--- config.mk ---
export PLATFORM = sky130hd
export DESIGN_NAME = not_not_game_ctrl
export DESIGN_NICKNAME = d
export VERILOG_FILES = /design/src/rtl/not_not_pkg.sv /design/src/rtl/not_not_round_timer.sv /design/src/rtl/not_not_game_ctrl.sv
export SDC_FILE = /design/constraint.sdc
export NUM_CORES = 1
export LEC_CHECK = 0
export ABC_AREA = 1
export BUFFER_PORTS_ARGS = -buffer_cell sky130_fd_sc_hd__buf_2
export CAP_MARGIN = 0
export CORE_MARGIN = 2
export CORE_UTILIZATION = 40
export DETAILED_ROUTE_END_ITERATION = 10
export GPL_TIMING_DRIVEN = 0
export HOLD_SLACK_MARGIN = 0.1
export PLACE_DENSITY = 0.6
export SYNTH_ARGS = -nofsm -noshare
export SYNTH_HDL_FRONTEND = slang
export SYNTH_HIERARCHICAL = 1
export SYNTH_SLANG_ARGS = --single-unit
export TNS_END_PERCENT = 1
--- constraint.sdc ---
create_clock -name clock_i -period 2.72 [get_ports clock_i]
set_input_delay 0.544 -clock clock_i [delete_from_list [all_inputs] [get_ports clock_i]]
set_output_delay 0.544 -clock clock_i [all_outputs]
set_load 0.01 [all_outputs]
--- src/rtl/not_not_pkg.sv ---
// rtl/not_not_pkg.sv - shared state encoding and colour indices for the Not-Not game
package not_not_pkg;

  typedef enum logic [2:0] {
    IDLE,
    CLEAR,
    NEW_ROUND,
    DRAW,
    WAIT_INPUT,
    LOSE
  } state_e;

  // Colour indices as shown by the hex_decoder display
  localparam logic [1:0] RED    = 2'd0;
  localparam logic [1:0] GREEN  = 2'd1;
  localparam logic [1:0] BLUE   = 2'd2;
  localparam logic [1:0] YELLOW = 2'd3;

endpackage

--- src/rtl/not_not_round_timer.sv ---
// rtl/not_not_round_timer.sv - answer-window register and per-round down-counter
module not_not_round_timer #(
  parameter int TIMER_W      = 27,
  parameter int TIMEOUT_INIT = 100_000_000,
  parameter int TIMEOUT_STEP = 2_500_000,
  parameter int TIMEOUT_MIN  = 25_000_000
) (
  input  logic clk_i,
  input  logic rst_i,
  input  logic load_i,
  input  logic run_i,
  input  logic win_init_i,
  input  logic win_step_i,
  output logic expired_o
);

  localparam logic [TIMER_W-1:0] INIT_W = TIMER_W'(TIMEOUT_INIT);
  localparam logic [TIMER_W-1:0] STEP_W = TIMER_W'(TIMEOUT_STEP);
  localparam logic [TIMER_W-1:0] MIN_W  = TIMER_W'(TIMEOUT_MIN);
  localparam logic [TIMER_W-1:0] ONE_W  = TIMER_W'(1);
  // One extra bit so the floor+step threshold itself cannot wrap
  localparam logic [TIMER_W:0]   SHRINK_LIMIT = {1'b0, MIN_W} + {1'b0, STEP_W};

  logic [TIMER_W-1:0] count_q, count_d;
  logic [TIMER_W-1:0] window_q, window_d;

  always_comb begin
    count_d  = count_q;
    window_d = window_q;
    if (load_i) begin
      count_d = window_q;
    end else if (run_i && (count_q != '0)) begin
      count_d = count_q - ONE_W;
    end
    if (win_init_i) begin
      window_d = INIT_W;
    end else if (win_step_i) begin
      if ({1'b0, window_q} >= SHRINK_LIMIT) window_d = window_q - STEP_W;
      else                                  window_d = MIN_W;
    end
  end

  always_ff @(posedge clk_i or posedge rst_i) begin
    if (rst_i) begin
      count_q  <= '0;
      window_q <= INIT_W;
    end else begin
      count_q  <= count_d;
      window_q <= window_d;
    end
  end

  assign expired_o = (count_q == '0);

endmodule

--- src/rtl/not_not_game_ctrl.sv ---
// rtl/not_not_game_ctrl.sv - round sequencer: clear, advance prompt, draw, await key, score
module not_not_game_ctrl
  import not_not_pkg::*;
#(
  parameter int TIMEOUT_INIT = 100_000_000,
  parameter int TIMEOUT_STEP = 2_500_000,
  parameter int TIMEOUT_MIN  = 25_000_000,
  parameter int TIMER_W      = 27,
  parameter int SCORE_W      = 8
) (
  input  logic               clock_i,
  input  logic               reset_i,
  input  logic               start_i,
  input  logic               key_press_i,
  input  logic [1:0]         key_sel_i,
  input  logic [3:0]         expected_i,
  input  logic               done_draw_i,
  input  logic               done_draw_black_i,
  output logic               lfsr_enable_o,
  output logic               draw_enable_o,
  output logic               black_o,
  output logic               show_start_o,
  output logic               lose_o,
  output logic [SCORE_W-1:0] score_o,
  output logic               round_active_o
);

  state_e             state_q, state_d;
  logic [SCORE_W-1:0] score_q, score_d;
  logic [3:0]         exp_q, exp_d;
  logic               timer_load, timer_run, win_init, win_step, expired;
  logic               correct;

  not_not_round_timer #(
    .TIMER_W      (TIMER_W),
    .TIMEOUT_INIT (TIMEOUT_INIT),
    .TIMEOUT_STEP (TIMEOUT_STEP),
    .TIMEOUT_MIN  (TIMEOUT_MIN)
  ) u_timer (
    .clk_i      (clock_i),
    .rst_i      (reset_i),
    .load_i     (timer_load),
    .run_i      (timer_run),
    .win_init_i (win_init),
    .win_step_i (win_step),
    .expired_o  (expired)
  );

  always_comb begin
    state_d    = state_q;
    score_d    = score_q;
    exp_d      = exp_q;
    timer_load = 1'b0;
    win_init   = 1'b0;
    win_step   = 1'b0;
    correct    = 1'b0;
    timer_run  = (state_q == WAIT_INPUT);
    unique case (state_q)
      IDLE, LOSE: begin
        if (start_i) begin
          state_d  = CLEAR;
          score_d  = '0;
          win_init = 1'b1;
        end
      end
      CLEAR:     if (done_draw_black_i) state_d = NEW_ROUND;
      NEW_ROUND: state_d = DRAW;
      DRAW: begin
        if (done_draw_i) begin
          exp_d      = expected_i;
          timer_load = 1'b1;
          state_d    = WAIT_INPUT;
        end
      end
      WAIT_INPUT: begin
        // A key press outranks a simultaneous timeout
        if (key_press_i) begin
          correct = exp_q[key_sel_i];
          if (!correct) state_d = LOSE;
        end else if (expired) begin
          correct = (exp_q == 4'b0000);
          if (!correct) state_d = LOSE;
        end
        if (correct) begin
          state_d  = CLEAR;
          win_step = 1'b1;
          if (score_q != '1) score_d = score_q + SCORE_W'(1);
        end
      end
      default: state_d = IDLE;
    endcase
  end

  always_ff @(posedge clock_i or posedge reset_i) begin
    if (reset_i) begin
      state_q <= IDLE;
      score_q <= '0;
      exp_q   <= '0;
    end else begin
      state_q <= state_d;
      score_q <= score_d;
      exp_q   <= exp_d;
    end
  end

  assign show_start_o   = (state_q == IDLE);
  assign black_o        = (state_q == CLEAR);
  assign lfsr_enable_o  = (state_q == NEW_ROUND);
  assign draw_enable_o  = (state_q == DRAW);
  assign round_active_o = (state_q == WAIT_INPUT);
  assign lose_o         = (state_q == LOSE);
  assign score_o        = score_q;

endmodule

# ---- Yosys cells after proc, flatten, opt, wreduce, memory -nomap -nowiden
# Index checks and enable logic that the tools add are counted.
dict set report word_totals {
  out_inout_bits 14
  in_bits 12
  wordCells 65
  regBits 69
}
dict set report classes {
  muxes 29
  magnitude_cmp 2
  n_reduce_logical 12
  addsub 3
  eq_ne 14
}
# op n
set op_table {}
lappend op_table {{27-bit two-way mux} 5}
lappend op_table {{27-bit by 25-bit >= comparator with 1-bit output, second input constant} 1}
lappend op_table {{27-bit zero test} 1}
lappend op_table {{27-bit nonzero test} 1}
lappend op_table {{27-bit by 1-bit subtractor with 27-bit output, second input constant} 1}
lappend op_table {{27-bit by 22-bit subtractor with 27-bit output, second input constant} 1}
lappend op_table {{3-bit two-way mux} 8}
lappend op_table {{8-bit two-way mux} 3}
lappend op_table {{8-bit case mux with 2 select lines} 1}
lappend op_table {{3-bit case mux with 5 select lines} 1}
lappend op_table {{4-bit inequality test, second input constant} 3}
lappend op_table {{1-bit two-way mux} 10}
lappend op_table {{2-bit inequality test, second input constant} 5}
lappend op_table {{8-bit by 1-bit adder with 8-bit output, second input constant} 1}
lappend op_table {{8-bit inequality test, second input constant} 1}
lappend op_table {{3-bit by 2-bit == test with 1-bit output, second input constant} 2}
lappend op_table {{3-bit == test, second input constant} 2}
lappend op_table {{6-bit AND reduction} 1}
lappend op_table {{2-bit nonzero test} 3}
lappend op_table {{4-bit zero test} 1}
lappend op_table {{4-bit AND reduction} 1}
lappend op_table {{3-bit by 1-bit == test with 1-bit output, second input constant} 1}
lappend op_table {{3-bit zero test} 1}
lappend op_table {{2-bit by 3-bit < comparator with 1-bit output, second input constant} 1}
lappend op_table {{4 further kinds} 4}

# ---- Longest topological paths before layout
dict set report depth {
  ltp_word 8
  ltp_mapped 15
  mapped_depth_nobuf 15
}

# ---- Cells and area by module
# The synthesis kept the hierarchy.
# mod n_inst area_per_inst_um2 cells_per_inst seq_area_each_um2
set modules_own_cells {}
lappend modules_own_cells {not_not_round_timer 1 3692.3 579 1241.2}
lappend modules_own_cells {not_not_game_ctrl 1 1046.0 154 375.4}

# ---- Worst setup path before layout
# Ideal clock, no wire load.
dict set report synth_path {
  kind {register to register}
  start {register u_timer.count_q[0]}
  end {register u_timer.window_q[22]}
  path_slack_ns -0.152
  n_path_buf 2
  t_required_ns 2.656
  stages_incl_launch_ff 15
  setup_ns 0.064
  period_less_slack_ns 2.872
  arrival_ns 2.808
  cell_sequence {dfrtp_1 inv_1 ha_1 nand3_1 nor2_1 nand3b_1 nor4b_1 nand4_1 a21oi_1 nor2_1 inv_1 buf_2 clkbuf_1 nand4_1 nand3_1}
}
dict set report synth_between {
  elab_chain_len 7
}
# item line_no
set synth_rtl {}
lappend synth_rtl {{start, declared} not_not_round_timer.sv:24} ;# logic [TIMER_W-1:0] count_q, count_d;
lappend synth_rtl {{start signal, assigned} not_not_round_timer.sv:48} ;# count_q <= count_d;
lappend synth_rtl {{27-bit zero test} not_not_round_timer.sv:53} ;# assign expired_o = (count_q == '0);
lappend synth_rtl {{via expired} not_not_game_ctrl.sv:31} ;# logic timer_load, timer_run, win_init, win_step, expired;
lappend synth_rtl {{1-bit two-way mux} not_not_game_ctrl.sv:80} ;# end else if (expired) begin
lappend synth_rtl {{1-bit two-way mux} not_not_game_ctrl.sv:77} ;# if (key_press_i) begin
lappend synth_rtl {{1-bit two-way mux} not_not_game_ctrl.sv:58} ;# unique case (state_q)
lappend synth_rtl {{1-bit two-way mux} not_not_game_ctrl.sv:84} ;# if (correct) begin
lappend synth_rtl {{1-bit two-way mux} not_not_game_ctrl.sv:58}
lappend synth_rtl {{via win_step} not_not_game_ctrl.sv:31}
lappend synth_rtl {{2-bit nonzero test (no line)} n/a}
lappend synth_rtl {{end signal, assigned} not_not_round_timer.sv:49} ;# window_q <= window_d;
lappend synth_rtl {{end, declared} not_not_round_timer.sv:25} ;# logic [TIMER_W-1:0] window_q, window_d;
# The timed path passes the listed nets, and every way through them passes these cells. The select of a mux whose other input is x is not followed.
# A chain may end at the register's enable or synchronous reset.

# ---- Worst setup path in the final report
dict set report layout_path {
  start {register u_timer.count_q[9]}
  end {register u_timer.window_q[10]}
}
# Same word-level chain as after synthesis.

==> summary by stage <==
GRT
Entering global routing, the biggest net connects 36 pins. The total routing resource utilization after global routing is 22.09%. The initial antenna violation count is 0. The first-pass GRT wire length is 22.38 mm.

Summed over all layers, the global routing overflow is 0. The via count of the first global-routing pass is 4556.

STA
In this run the tightest slew margin relative to its limit is 57.18%. The highest attainable clock frequency is 386.1 MHz. The count of endpoints failing setup in the final report is 0. Setup slack on the critical path of the routed design comes to 0.1301 ns.

The actual slew at the worst max-slew pin is 0.6416 ns. The number of pins with negative max-slew slack in the final report is 0. Hold is met by 0.1867 ns.

Subtracting the final worst setup slack from the clock period gives 2.590 ns. Setup repair after global routing could not meet its margin everywhere. The count of endpoints failing hold in the final timing report was 0.

For the final database, setup skew stands at 0.007555 ns. In the finished design, the share of the clock period the worst path needs comes to 95.22%.

Logic synthesis
Dividing the synthesized area by the synthesized cell count gives 6.464 sq um. In the post-synthesis netlist, the biggest area contributors are sky130_fd_sc_hd__dfrtp_1 27%, sky130_fd_sc_hd__nand2_1 20%, sky130_fd_sc_hd__nand3_1 10%. The biggest area consumer among synthesized cells is sky130_fd_sc_hd__dfrtp_1. After synthesis, the share of flip-flops with an asynchronous set or reset is 100.0%. The cell count after synthesis came out at 733. The share of Yosys cell area claimed by the top area cell type is 27.46%. The synthesized design contains 64 register bits.

When the netlist entered floorplanning its net count stood at 749. The leading register cell type out of synthesis is sky130_fd_sc_hd__dfrtp_1. In this run the cell area of the synthesized design comes to 4738 sq um. The share of synthesized area occupied by flip-flops and latches is 34.12%.

The warning count from the yosys run is 6. The count of unique library cells instantiated by Yosys is 35. The number of enable-type register cells in the synthesized netlist is 0.

Routing
The number of detailed-route iterations in the first pass is 5. The violation count after the first detailed-routing iteration is 252. The count of vias placed by the detailed router is 4770. The wire length reported by the detailed router is 13.60 mm. The mean routed wirelength per cell is 14.59 um. The residual antenna-violating net count after detailed routing is 0. Dividing the detail-routed via count by the number of cells gives 5.118. The number of DRC violations after detailed routing is 0.

Min path
The worst hold path belongs to the class in -> async.

Clock tree
The number of clock buffers added by TritonCTS is 9. The H-tree depth is 3. The maximum clock path buffer count is 2. The later pin in the worst-skew pair is clocked with a latency of 0.33 ns. For this design, the sink count on the clock tree is 64. The cell at the root of the clock tree is sky130_fd_sc_hd__clkbuf_16. After clock tree synthesis, the flow added hold-fix buffers numbering 0.

The CTS tree is done. The clock-pin slew on the worst setup and hold paths is 0.05 ns.

Pwr
The maximum VDD drop is 0.5018 mV. The reported leakage power is 2.774 nW. The power density relative to cell area is 1141 nW/um^2.

Place
The total of buffers placed on input and output ports is 25. The post-place setup slack is -1.159 ns. The placer congestion estimate is 0.9234. Detailed placement ended at an HPWL of 10.28 mm.

Status
The flow ran to the end, and the final reports show no timing, DRC or antenna violations.

Worst setup path
STA puts the critical path data required time at 2.92 ns. The largest incremental delay on the critical path is 0.44 ns. The biggest fanout along the worst timing path is 10.

The worst endpoint data arrival time is 2.79 ns. The largest individual stage delay along the critical path comes from the cell sky130_fd_sc_hd__dfrtp_1. STA classifies the critical path startpoint as a register.

The signal on the critical path passes through nor2_2 > nand2_2 > nor2_4 > nand3b_1 > nor4b_4 > nand4_1 > a21oi_4 > nor2_2 > inv_1 > buf_6 > nand2_1 > xor2_1 > inv_1 > nor2_1. The startpoint identified for the worst register-to-register timing path is u_timer/count_q[9]. The worst setup path is captured at a register. The launch point of the worst path is u_timer/count_q[9]. The classification of the worst setup path is reg -> reg.

Layout
The utilization after layout is 49.10%. The repair_antennas step left the layout with diodes totalling 0. The final layout contains 800 nets. From synthesis to final layout, the design area changed by 18.83%.

The proportion of layout cells with a drive suffix above 1 is 17.11%.

Floorplan
In this run the standard cell core region covers 11470 sq um. The initial core utilization is 41.32%. The die height is 112.8 um. The floorplan has 39 rows. The die covers 12730 sq um.

The width of the die is 112.8 um. In this run the count of I/O pins placed on the die edge is 26.

Job
Max-cap violations in this run came to 0.
==> cell families after synthesis <==
group | count (synthesis) | share of synthesized area (%)
xor gates and xnor gates | 20 | 3.697
AOI/OAI and AO/OA | 53 | 6.733
adders and majority gates | 4 | 1.056
DFF | 64 | 34.12
and+or+nand+nor | 501 | 46.53
buffers and inverters | 91 | 7.869
==> metrics by stage <==
step | area [sq um] | cells | TNS, ns | power, mW
global route | 5630 | 932 | -0.09725 | 6.946
finish | 5630 | 932 | 0 | 6.425
global placement | 5047 | 901 | -21.04 | 4.757
floorplan | 4743 | 733 | 0 | 4.005
CTS | 5608 | 932 | 0 | 6.389
detailed placement | 5067 | 902 | -21.67 | 4.798
==> placed cells by master (no fill, tap or decap), drive strengths merged, types with 4 or more instances in the layout <==
cell type | netlist | final
a21oi | 9 | 9
buf | 9 | 50
clkbuf | 5 | 15
dfrtp | 52 | 52
dfstp | 12 | 12
ha | 4 | 4
inv | 77 | 77
nand2 | 261 | 261
nand3 | 99 | 99
nand4 | 10 | 10
nor2 | 120 | 120
nor3 | 5 | 5
o21ai | 39 | 39
xnor2 | 10 | 10
xor2 | 10 | 10
==> metal layers <==
metal	wire [um]	track usage, %	part of all wire [%]	vias up
li1	-	-	-	2429
met1	6414	31.09	47	2199
met2	6282	35.01	46	122
met3	648	3.589	4.8	20
met4	255	6.748	1.9	0
met5	0	0	0	-
==> worst paths after layout <==
kind	slack, ns	cells past startpoint	to
setup / recovery	0.13	14	u_timer/window_q[10]
hold / removal	0.19	2	u_timer/count_q[9]
setup reg to reg	0.13	14	u_timer/window_q[10]
hold reg to reg	0.49	2	u_timer/window_q[26]
max in group asynchronous	1.96	3	u_timer/window_q[18]
min in group clock_i	0.40	3	exp_q[0]
==> synth_stat cells, types with 2 or more instances <==
library cell,n
sky130_fd_sc_hd__clkbuf_1,5
sky130_fd_sc_hd__nor2_2,5
sky130_fd_sc_hd__nand3b_1,3
sky130_fd_sc_hd__ha_1,4
sky130_fd_sc_hd__o21ai_0,27
sky130_fd_sc_hd__nand4_1,10
sky130_fd_sc_hd__nor3_1,5
sky130_fd_sc_hd__a21oi_1,9
sky130_fd_sc_hd__nand3_2,2
sky130_fd_sc_hd__inv_2,3
sky130_fd_sc_hd__nand2_4,3
sky130_fd_sc_hd__o21bai_1,3
sky130_fd_sc_hd__nor2_8,2
sky130_fd_sc_hd__buf_2,4
sky130_fd_sc_hd__nand2_1,250
sky130_fd_sc_hd__xnor2_1,10
sky130_fd_sc_hd__buf_6,3
sky130_fd_sc_hd__xor2_1,10
sky130_fd_sc_hd__nand3_1,96
sky130_fd_sc_hd__nand2_2,8
sky130_fd_sc_hd__nor2_4,5
sky130_fd_sc_hd__nor2_1,108
sky130_fd_sc_hd__dfrtp_1,52
sky130_fd_sc_hd__o21ai_2,11
sky130_fd_sc_hd__inv_1,74
sky130_fd_sc_hd__dfstp_2,12
==> power breakdown <==
part / switching (mW) / internal [mW]
clock network: 0.437 / 0.943
logic: 2.13 / 1.12
registers: 0.438 / 1.36
==> layout make-up <==
| type | count | area, sq um |
|---|---|---|
| tap | 143 | 178.9 |
| clock buffer | 11 | 252.7 |
| clock inverter | 5 | 102.6 |
| timing repair buffer | 40 | 250.2 |
| sequential | 64 | 1617 |
| fill | 1136 | 5837 |
| multi-input combinational | 578 | 2843 |
| buffer | 14 | 97.59 |
| inverter | 77 | 289.0 |
==> sequential cells by signal, summed over array words and instances (netlist names) <==
register	flops
exp_q	4
state_q	3
score_o	8
u_timer/count_q	27
u_timer/window_q	22
==> repair_timing <==
action | 4_1_cts | 5_1_grt
setup buffers | 15 | 0
endpoints found under the hold margin | 0 | 0
resized for setup | 19 | 8
setup endpoints to repair | 33 | 27
pin swaps | 6 | 2
==> critical path, delay by kind of cell, from the launching register on <==
kind                   cells  cell delay, ns
AND/OR/NAND/NOR            9            1.30
flip-flops                 1            0.44
buffers and inverters      3            0.36
AO/OA/AOI/OAI              1            0.19
XOR/XNOR                   1            0.16
Power figures use the tool's default switching activity.
